`src/rtl/halt_controller.sv`:
```
// Termination sequencer for the single-issue RV core: captures the halt cause on
// ebreak / unknown instruction / retire-watchdog, drains the pipeline, waits for bus idle, reports.
module halt_controller #(
   parameter int unsigned DRAIN_CYCLES   = 3,
   parameter int unsigned MEM_TIMEOUT    = 255,
   parameter int unsigned WATCHDOG_LIMIT = 1000000
) (
   input  logic        clk,
   input  logic        reset,
   input  logic        retire_valid,
   input  logic [31:0] retire_pc,
   input  logic        is_break_out,
   input  logic        is_unknown_instruction,
   input  logic [31:0] a0_value,
   input  logic        ifu_busy,
   input  logic        lsu_busy,
   output logic        stall_req,
   output logic        halt_valid,
   output logic [31:0] halt_pc,
   output logic [31:0] halt_code,
   output logic [1:0]  halt_cause,
   output logic        good_trap,
   output logic        mem_timeout,
   output logic        sim_exit
);

   typedef enum logic [2:0] {RUN, DRAIN, WAIT_MEM, REPORT, HALTED} state_t;

   localparam logic [3:0]  DRAIN_LOAD = 4'(DRAIN_CYCLES - 1);
   localparam logic [15:0] MEM_LAST   = 16'(MEM_TIMEOUT - 1);
   localparam logic [31:0] WD_LAST    = 32'(WATCHDOG_LIMIT - 1);
   localparam bit          WD_ENABLE  = (WATCHDOG_LIMIT != 0);

   state_t      state, state_nxt;
   logic [3:0]  drain_cnt;
   logic [15:0] mem_cnt;
   logic [31:0] wd_cnt;
   logic        trigger, wd_fire, bus_idle;
   logic        capture_retire, capture_wd, timeout_hit;

   assign trigger  = retire_valid & (is_unknown_instruction | is_break_out);
   assign wd_fire  = WD_ENABLE & ~retire_valid & (wd_cnt == WD_LAST);
   assign bus_idle = ~ifu_busy & ~lsu_busy;

   // NOTE: every signal gets a default before the case so no path can infer a latch.
   always_comb begin
      state_nxt      = state;
      capture_retire = 1'b0;
      capture_wd     = 1'b0;
      timeout_hit    = 1'b0;
      case (state)
         RUN: begin
            if (trigger) begin
               capture_retire = 1'b1;
               state_nxt      = DRAIN;
            end else if (wd_fire) begin
               capture_wd = 1'b1;
               state_nxt  = DRAIN;
            end
         end
         DRAIN:    if (drain_cnt == 4'd0) state_nxt = WAIT_MEM;
         WAIT_MEM: begin
            if (bus_idle) begin
               state_nxt = REPORT;
            end else if (mem_cnt == MEM_LAST) begin
               timeout_hit = 1'b1;
               state_nxt   = REPORT;
            end
         end
         REPORT:   state_nxt = HALTED;
         HALTED:   state_nxt = HALTED;
         default:  state_nxt = RUN;
      endcase
   end

   assign stall_req  = (state != RUN);
   assign halt_valid = (state == REPORT) || (state == HALTED);
   assign sim_exit   = (state == REPORT);
   assign good_trap  = halt_valid && (halt_cause == 2'd1) && (halt_code == 32'd0);

   // NOTE: state registers use non-blocking assignments so all updates see pre-edge values.
   always_ff @(posedge clk or negedge reset) begin
      if (!reset) begin
         state       <= RUN;
         drain_cnt   <= '0;
         mem_cnt     <= '0;
         wd_cnt      <= '0;
         halt_pc     <= '0;
         halt_code   <= '0;
         halt_cause  <= '0;
         mem_timeout <= 1'b0;
      end else begin
         state <= state_nxt;

         if (retire_valid)       wd_cnt <= '0;
         else if (wd_cnt != '1) wd_cnt <= wd_cnt + 32'd1;

         if (capture_retire) begin
            halt_pc    <= retire_pc;
            halt_code  <= a0_value;
            halt_cause <= is_unknown_instruction ? 2'd2 : 2'd1;
            drain_cnt  <= DRAIN_LOAD;
         end else if (capture_wd) begin
            halt_pc    <= retire_pc;
            halt_code  <= 32'hFFFF_FFFF;
            halt_cause <= 2'd3;
            drain_cnt  <= DRAIN_LOAD;
         end else if (state == DRAIN && drain_cnt != 4'd0) begin
            drain_cnt <= drain_cnt - 4'd1;
         end

         // Counter only matters while the bus is busy; an idle bus leaves WAIT_MEM anyway.
         mem_cnt <= (state == WAIT_MEM) ? mem_cnt + 16'd1 : 16'd0;

         if (timeout_hit) mem_timeout <= 1'b1;
      end
   end

endmodule
```
`config.mk`:
```
export PLATFORM = sky130hd
export DESIGN_NAME = halt_controller
export DESIGN_NICKNAME = d
export VERILOG_FILES = /design/src/rtl/halt_controller.sv
export SDC_FILE = /design/constraint.sdc
export NUM_CORES = 1
export LEC_CHECK = 0
export ABC_CLOCK_PERIOD_IN_PS = 2300
export BUFFER_PORTS_ARGS = -buffer_cell sky130_fd_sc_hd__buf_2
export CAP_MARGIN = 30
export CORE_ASPECT_RATIO = 0.6
export CORE_MARGIN = 2
export CORE_UTILIZATION = 54
export DETAILED_ROUTE_END_ITERATION = 10
export PLACE_DENSITY = 0.8
export SYNTH_ARGS = -nofsm -noshare
export SYNTH_HDL_FRONTEND = slang
export SYNTH_SLANG_ARGS = --single-unit
```
`constraint.sdc`:
```
create_clock -name clk -period 2.3 [get_ports clk]
set_clock_uncertainty 0.15 [all_clocks]
set_input_delay 0.46 -clock clk [delete_from_list [all_inputs] [get_ports clk]]
set_output_delay 0.46 -clock clk [all_outputs]
set_load 0.03 [all_outputs]
```
== Word level (Yosys, flattened, before mapping) ==
Cells that the tools add are included.

* Add/subtract/negate cells: 3
* Eq/ne operators: 11
* Muxes and demuxes: 27
* Bitwise logic cells: 7
* Reductions and logical operators: 14

{| class="wikitable"
|+ Operators by type and width
! cell !! count
|-
| 2-to-1 mux 32 bit || 6
|-
| adder 32 x 1 -> 32 bit, second input constant || 1
|-
| equality test 32 x 20 -> 1 bit, second input constant || 1
|-
| logical NOT 32 bit || 1
|-
| inequality test 32 bit, second input constant || 1
|-
| adder 16 x 1 -> 16 bit, second input constant || 1
|-
| equality test 16 x 8 -> 1 bit, second input constant || 1
|-
| 2-to-1 mux 16 bit || 1
|-
| 2-to-1 mux 3 bit || 5
|-
| 2-to-1 mux 4 bit || 3
|-
| one-hot mux 3 bit (4 select lines) || 1
|-
| 2-to-1 mux 1 bit || 8
|-
| equality test 3 x 2 -> 1 bit, second input constant || 2
|-
| 2-to-1 mux 2 bit || 3
|-
| inequality test 3 bit, second input constant || 2
|-
| nonzero test 3 bit || 2
|-
| logical NOT 4 bit || 1
|-
| nonzero test 2 bit || 2
|-
| nonzero test 4 bit || 1
|-
| subtractor 4 x 1 -> 4 bit, second input constant || 1
|-
| bitwise AND 1 bit || 3
|-
| equality test 3 x 1 -> 1 bit, second input constant || 1
|-
| equality test 3 bit, second input constant || 1
|-
| logical AND 1 bit || 3
|-
| 8 further kinds || 10
|}

* Flip-flop bits (word level): 122
* Output and inout bits: 71

== Logic depth before layout (Yosys ltp) ==
Gate-level depths: netlist (run 1).

* Depth after elaboration: 7
* Mapped depth: 9
* Gate-level depth less buffers: 7

== Least setup slack after synthesis (run 1) ==
OpenSTA, ideal clock, no wires.

* Kind: register -> output
* Start: register state[1]
* End: output good_trap
* Data arrival time: 2.170 ns
* Setup slack: -0.480 ns
* Stages on the path, launching flop included: 7
* Cells stage by stage: dfrtp_1 clkbuf_1 nand2_1 nor2_1 a21o_1 nand3_1 nor3_1

* Cells in the longest elaborated chain, start to end: 4
* Elaborated cells on any way between the ends: 5
* Classes of those cells: eq/ne: 2; reduce/logical: 3

{| class="wikitable"
|+ Ends and longest elaborated chain
! item !! RTL line !! source
|-
| start, declared || 34 || <nowiki>state_t state, state_nxt;</nowiki>
|-
| start signal, assigned || 93 || <nowiki>state <= state_nxt;</nowiki>
|-
| equality test 3 x 2 -> 1 bit || n/a ||
|-
| net sim_exit || 24 || <nowiki>output logic sim_exit</nowiki>
|-
| logical OR 1 bit || 77 || <nowiki>assign halt_valid = (state == REPORT) || (state == HALTED);</nowiki>
|-
| net halt_valid || 18 || <nowiki>output logic halt_valid,</nowiki>
|-
| logical AND 1 bit (2 in a row) || 79 || <nowiki>assign good_trap = halt_valid && (halt_cause == 2'd1) && (halt_code == 32'd0);</nowiki>
|-
| end, declared || 22 || <nowiki>output logic good_trap,</nowiki>
|}

The timed path passes the listed nets, and every way through them passes these cells.

== Worst setup path after layout (run 1) ==
* Start: register halt_code[6]
* End: output good_trap

* Cells in the longest elaborated chain, start to end: 2

{| class="wikitable"
|+ Ends and longest elaborated chain
! item !! RTL line !! source
|-
| start, declared || 20 || <nowiki>output logic [31:0] halt_code,</nowiki>
|-
| start signal, assigned || 100 || <nowiki>halt_code <= a0_value;</nowiki>
|-
| logical NOT 32 bit || 79 ||
|-
| logical AND 1 bit || 79 ||
|}

No other way between the ends.

==> results of run 1 <==
[logic make-up (layout without fill, tap and decap cells)]
group,after synthesis,in the layout,synth area share
buf+inv,50,225,0.03611
xor+xnor,24,24,0.03487
fa+ha+maj,5,5,0.01038
flops,122,122,0.5064
compound gates,93,93,0.09776
simple gates,376,376,0.3072
mux,4,4,0.007264
[report_power, final]
group | switching (W) | internal, W
clock | 0.000979 | 0.00176
sequential | 0.000665 | 0.00273
combinational | 0.00268 | 0.00143
total | 0.00432 | 0.00592
[state kept, by name, indices dropped and copies added (netlist names)]
signal and flops:
wd_cnt 32, state 3, halt_code 32, halt_cause 2, mem_timeout 1, halt_pc 32, mem_cnt 16, drain_cnt 4
[synth_stat cells (5+ instances only)]
| cell type | count | share of area |
|---|---|---|
| ha_1 | 5 | 0.010 |
| o22ai_1 | 33 | 0.034 |
| or3_1 | 15 | 0.016 |
| clkbuf_1 | 23 | 0.014 |
| nor2_1 | 108 | 0.067 |
| and3_1 | 9 | 0.0093 |
| inv_1 | 8 | 0.0050 |
| xor2_1 | 13 | 0.019 |
| dfrtp_1 | 122 | 0.51 |
| nand4_1 | 20 | 0.021 |
| o21ai_0 | 13 | 0.011 |
| a21oi_1 | 23 | 0.019 |
| nor3_1 | 6 | 0.0050 |
| nor2b_1 | 5 | 0.0052 |
| buf_2 | 15 | 0.012 |
| xnor2_1 | 11 | 0.016 |
| nand3_1 | 112 | 0.093 |
| nand2_1 | 58 | 0.036 |
| nor4_1 | 18 | 0.019 |
[metrics by stage]
stage / utilization / instance area [sq um] / hold slack [ns] / total power, W / cells
after global placement: 0.6580 / 7043 / 0.2738 / 0.006984 / 943
final: 0.7383 / 7903 / 0.1253 / 0.01024 / 988
after floorplan: - / 6047 / 0.01441 / 0.005942 / 674
after global routing: 0.7383 / 7903 / 0.1312 / 0.01081 / 988
after CTS: 0.7247 / 7757 / 0.1167 / 0.01004 / 981
after detailed placement: 0.6580 / 7043 / 0.2758 / 0.007158 / 943
[area by class of cell]
class	instances	area [sq um]
fill	736	2801
timing repair buffer	184	1126
inverter	9	33.78
sequential	122	3059
clock buffer	21	460.4
clock inverter	11	145.1
tap	139	173.9
multi-input combinational	502	2904
[routing by layer]
metal  GRT usage  wire length (um)  part of all wire  up-vias
met1      0.4239              7611              0.44     2875
met5           0                 0                 0        -
met4     0.06979               264             0.015        0
met2      0.4483              7964              0.46      323
met3     0.06533              1465             0.085       32
li1            -                 -                 -     2738
[final timing paths]
path                                       to          start
worst max-delay path                good_trap   halt_code[6]
worst min-delay path              halt_pc[11]  retire_pc[11]
worst max register to register     halt_pc[9]      wd_cnt[6]
worst min register to register    mem_timeout    mem_timeout
max in group asynchronous        halt_code[1]          reset
min in group asynchronous       halt_code[10]          reset
[worst reg2reg max path, delay by kind of cell, from the launching register on]
kind,cells,cell delay [ns]
AO/OA/AOI/OAI,1,0.31
buffers and inverters,3,0.55
flip-flops,1,0.38
AND/OR/NAND/NOR,4,0.76
[what timing repair did]
action / in CTS / in global routing
pin swaps: 7 / 6
endpoints found under the setup margin: 2 / 68
gates resized for setup: 12 / 16
hold buffers: 1 / 0
buffers inserted: 5 / 6
gates cloned: 0 / 1
endpoints found under the hold margin: 30 / 0
==> results.ini, run 1 <==
[status]
outcome=finished, violations left
violations=setup timing

[clock_network]
clkLatencyLatePin_ns=0.41
clk_path_buf_depth=2
cts_max_level=4
cts.reportedPaths.clkPinSlew_ns=0.06
clkSinkCount=122
cts-root-buf=clkbuf_16
cts_buffers=17
cts_tree=built

[placement]
pre_cts_slack_ns=-0.0002567
place_congestion=0.8925
port_buffers=141
hpwl_um=11190

[min_path]
hold_path_class=input pin to flip-flop
whs_path_depth=3

[floorplan]
initial_core_util=0.5632
core_region_area_sq_mm=0.01070
dieArea_sq_mm=0.01205
fp-row-count=29
die_w_um=140.4
die_h_um=85.84
pin_count=142

[layout]
nNetsFinal=912
diodes=0
layout_common_cells=buf_2 (138), dfrtp_1 (117), nand3_1 (110)
area_growth_pct=31.09
post_route_cells_drive_above_1_share=0.2933
mostFrequentLayoutCell=buf_2

[synth]
synth_cell_types=55
synth_nets=750
synth_cells=674
synth_edf_count=0
synth-async-reset-ratio=1.000
syn-cell-area_sq_mm=0.006028
ys_ff_latch=122
yosysWarnings=0
synth_ff_type=dfrtp_1
ys_seq_area_frac=0.5064
syn_area_per_cell_sq_um=8.944

[pwr]
power.density_mw_per_mm2=1295
ir_drop_uv=979.6
leakagePower_nw=3.660

[sta]
period_needed_ns=2.321
slew_headroom=0.5859
fmax_ghz=0.4309
setup_slack_ns=-0.02054
period_share=1.009
fin_setup_tns_ns=-0.02054
drv_slew=0
hold_viol_final=0
rsz0062_at_grt=yes
worst_pin_slew_ns=0.6212
finalSetupViolations=1

[critical_path]
end_kind=output port
cp.buffers_inverters=1
crit_chain=nor4_4, nand3_2, nor3_4, buf_6
arrival_ns=1.71
required_ns=1.69
cp_slowest_cell=dfrtp_1
path_depth=4
ff2ff_path_depth=8
crit_fanout=4
crit_path_start_kind=flip-flop
cpPeakStageDelay_ns=0.44
crit_type=flip-flop to output port
cp_top_family=simple AND/OR/NAND/NOR gates
r2r_setup_slack_ns=0.07

[global_routing]
grt_pass1_vias=5635
antenna_found_initial=0
grt_pass1_wl_um=27840
grt_max_degree=72
grt.total_usage=0.2903
grt_overflow=0

[detailed_routing]
drc=0
viasPerCell=6.040
routed_wl_um=17310
ant_nets=0
drt-wirelength-per-cell_um=17.52
vias=5968
drt_iter0_drc=463
firstDrtPassIters=7

[job]
max-cap-violations=0

No activity file was read; power rests on OpenSTA's default activity.
==> inputs of run 2 (changes only) <==
Settings changed: ABC_CLOCK_PERIOD_IN_PS 2300 to 1900, CORE_UTILIZATION 54 to 49, PLACE_DENSITY 0.8 to 0.77, REMOVE_ABC_BUFFERS set to 1, SLEW_MARGIN set to 20.
Clock period 2.3 ns to 1.9 ns, I/O delays scaled along.
==> run 2 against run 1 <==
Effect of this change:
- the flow still finishes with violations (setup timing)
- wire length increased by 81%
- critical endpoint unchanged
- clock-buffer cell count decreased by 3
- critical path type unchanged
- largest cell class is now multi-input combinational cells
- combinational power increased by 79%
- non-clock buffer count increased by 109
==> results.ini, run 2 (synthesis gave the netlist of run 1 again) <==
[global_routing]
grt_max_degree=59  ; -18%
grt_pass1_vias=7388  ; +31%
grt_overflow=0  ; unchanged
grt.total_usage=0.3975  ; +0.1072
antenna_found_initial=0  ; unchanged
grt_pass1_wl_um=40500  ; +45%

[floorplan]
core_region_area_sq_mm=0.01202  ; +12%
dieArea_sq_mm=0.01324  ; +9.8%
fp-row-count=31  ; +6.9%
initial_core_util=0.5014  ; -0.06183
die_h_um=89.92  ; +4.7%
pin_count=142  ; unchanged
die_w_um=147.2  ; +4.8%

[sta]
period_share=1.297
whs_ns=0.03237  ; -0.09295 ns
worst_pin_slew_ns=0.7879  ; +0.1666 ns
fin_setup_tns_ns=-35.61  ; -35.59 ns
fmax_ghz=0.4058
setup_slack_ns=-0.5645  ; -0.5439 ns
finalSetupViolations=106  ; +105
rsz0062_at_grt=yes
slew_headroom=0.4748  ; -0.1111
hold_viol_final=0  ; unchanged
drv_slew=0  ; unchanged
period_needed_ns=2.464

[detailed_routing]
routed_wl_um=31310  ; +81%
vias=7714  ; +29%
ant_nets=0  ; unchanged
viasPerCell=6.875  ; +14%
highest_layer=met4
drt-wirelength-per-cell_um=27.90  ; +59%
drt_iter0_drc=1078  ; +130%
drc=0  ; unchanged
firstDrtPassIters=8  ; +1
met1_length_um=10700  ; +41%
wl_met2_um=13970  ; +75%
wl_met3_um=3978  ; +170%

[clock_network]
cts_max_level=4  ; unchanged
cts_buffers=17  ; unchanged
cts_tree=built
clkSinkCount=122  ; unchanged
cts-root-buf=clkbuf_16
clkLatencyLatePin_ns=0.44  ; +0.03 ns
cts.reportedPaths.clkPinSlew_ns=0.07  ; about the same
clk_path_buf_depth=2  ; unchanged

[pwr]
net-switching-power_w=0.007148  ; +66%
internal-power_w=0.008332  ; +41%
leakagePower_nw=4.780  ; +31%
power.density_mw_per_mm2=1477  ; +14%
switching_share=0.4618  ; +0.03990
combPwrFrac=0.475  ; +0.074
seqPwrFrac=0.279  ; -0.053
ir_drop_uv=1138  ; +16%
clockPowerShare=0.247  ; -0.020

[layout]
mostFrequentLayoutCell=buf_2
area_growth_pct=73.85
reg.largest.list=halt_code x32, halt_pc x32, wd_cnt x32
fin_util=0.8716  ; +0.1333
nNetsFinal=1021  ; +12%
post_route_cells_drive_above_1_share=0.5768  ; +0.2835
diodes=0  ; unchanged
layout_common_cells=buf_2 (136), dfrtp_1 (115), buf_4 (94)
final_cell_count_no_fill=1122  ; +14%

[critical_path]
r2r_setup_slack_ns=-0.53  ; -0.60 ns
end_kind=output port
crit_path_start_kind=flip-flop
timing.rr.end=wd_cnt[13]
crit_start=halt_code[16]
crit_type=flip-flop to output port
cpPeakStageDelay_ns=0.46  ; +0.02 ns
required_ns=1.37  ; -0.32 ns
crit_fanout=4  ; unchanged
ff2ff_path_depth=9  ; +1
cp_slowest_cell=dfrtp_1
arrival_ns=1.93  ; +0.22 ns
crit_chain=nor4_2, nand3_1, nor3_2, buf_4
r2r-start=wd_cnt[27]
crit_path_end=good_trap

[placement]
pre_cts_slack_ns=-0.2858  ; -0.2855 ns
place_congestion=0.8658  ; -3.0%
dp.cells=1029  ; +9.1%
port_buffers=141  ; unchanged
hpwl_um=12380  ; +11%

[min_path]
hold_path_class=input pin to flip-flop

[job]
max-cap-violations=0  ; unchanged

[status]
violations=setup timing
outcome=finished, violations left

-- run 2: repair_timing --
action	in CTS	in global routing
endpoints found under the setup margin	107	109
endpoints found under the hold margin	24	0
buffers inserted	34	26
hold buffers	1	0
resized for setup	200	165
pin swaps	129	85
cloned	13	1
-- run 2: worst min path at each step --
| stage | startpoint | to | slack [ns] | cells past startpoint |
|---|---|---|---|---|
| floorplan | reset | drain_cnt[0] | -0.07 | 0 |
| global placement | reset | halt_pc[25] | 0.17 | 1 |
| detailed placement | reset | halt_pc[25] | 0.17 | 1 |
| CTS | retire_pc[30] | halt_pc[30] | 0.02 | 3 |
| global route | retire_pc[7] | halt_pc[7] | 0.04 | 3 |
| finish | retire_pc[30] | halt_pc[30] | 0.03 | 3 |
-- run 2: area by class of cell --
type / instances / area (sq um)
Sequential cell: 122 / 3062
Clock buffer: 18 / 439.2
Timing Repair Buffer: 293 / 2365
Clock inverter: 13 / 219.0
Fill cell: 475 / 1544
Inverter: 9 / 36.28
Tap cell: 165 / 206.4
Multi-Input combinational cell: 502 / 4153
-- run 2: per-layer routing --
layer  GRT usage  up-vias
li1            -     2974
met1      0.4846     3657
met2      0.6332      812
met3      0.1294      271
met4      0.2099        0
met5           0        -
-- run 2: critical path, delay by kind of cell (launching register included) --
kind | cells | cell delay, ns
AND/OR/NAND/NOR | 3 | 0.82
flip-flops | 1 | 0.46
buffers and inverters | 1 | 0.21
-- run 2: per-stage QoR --
stage	instance area (sq um)	power, W
floorplan	5844	0.006904
global placement	7532	0.008739
detailed placement	7532	0.009000
CTS	9689	0.01352
global route	10480	0.01590
finish	10480	0.01548
-- run 2: power by group through the flow --
stage	Clock (W)	Sequential, W	Combinational (W)
finish	0.00382	0.00432	0.00735
global route	0.00392	0.00433	0.00765
CTS	0.00364	0.00396	0.00592
detailed placement	0	0.00391	0.00509
global placement	0	0.00384	0.00490
floorplan	0	0.00500	0.00190
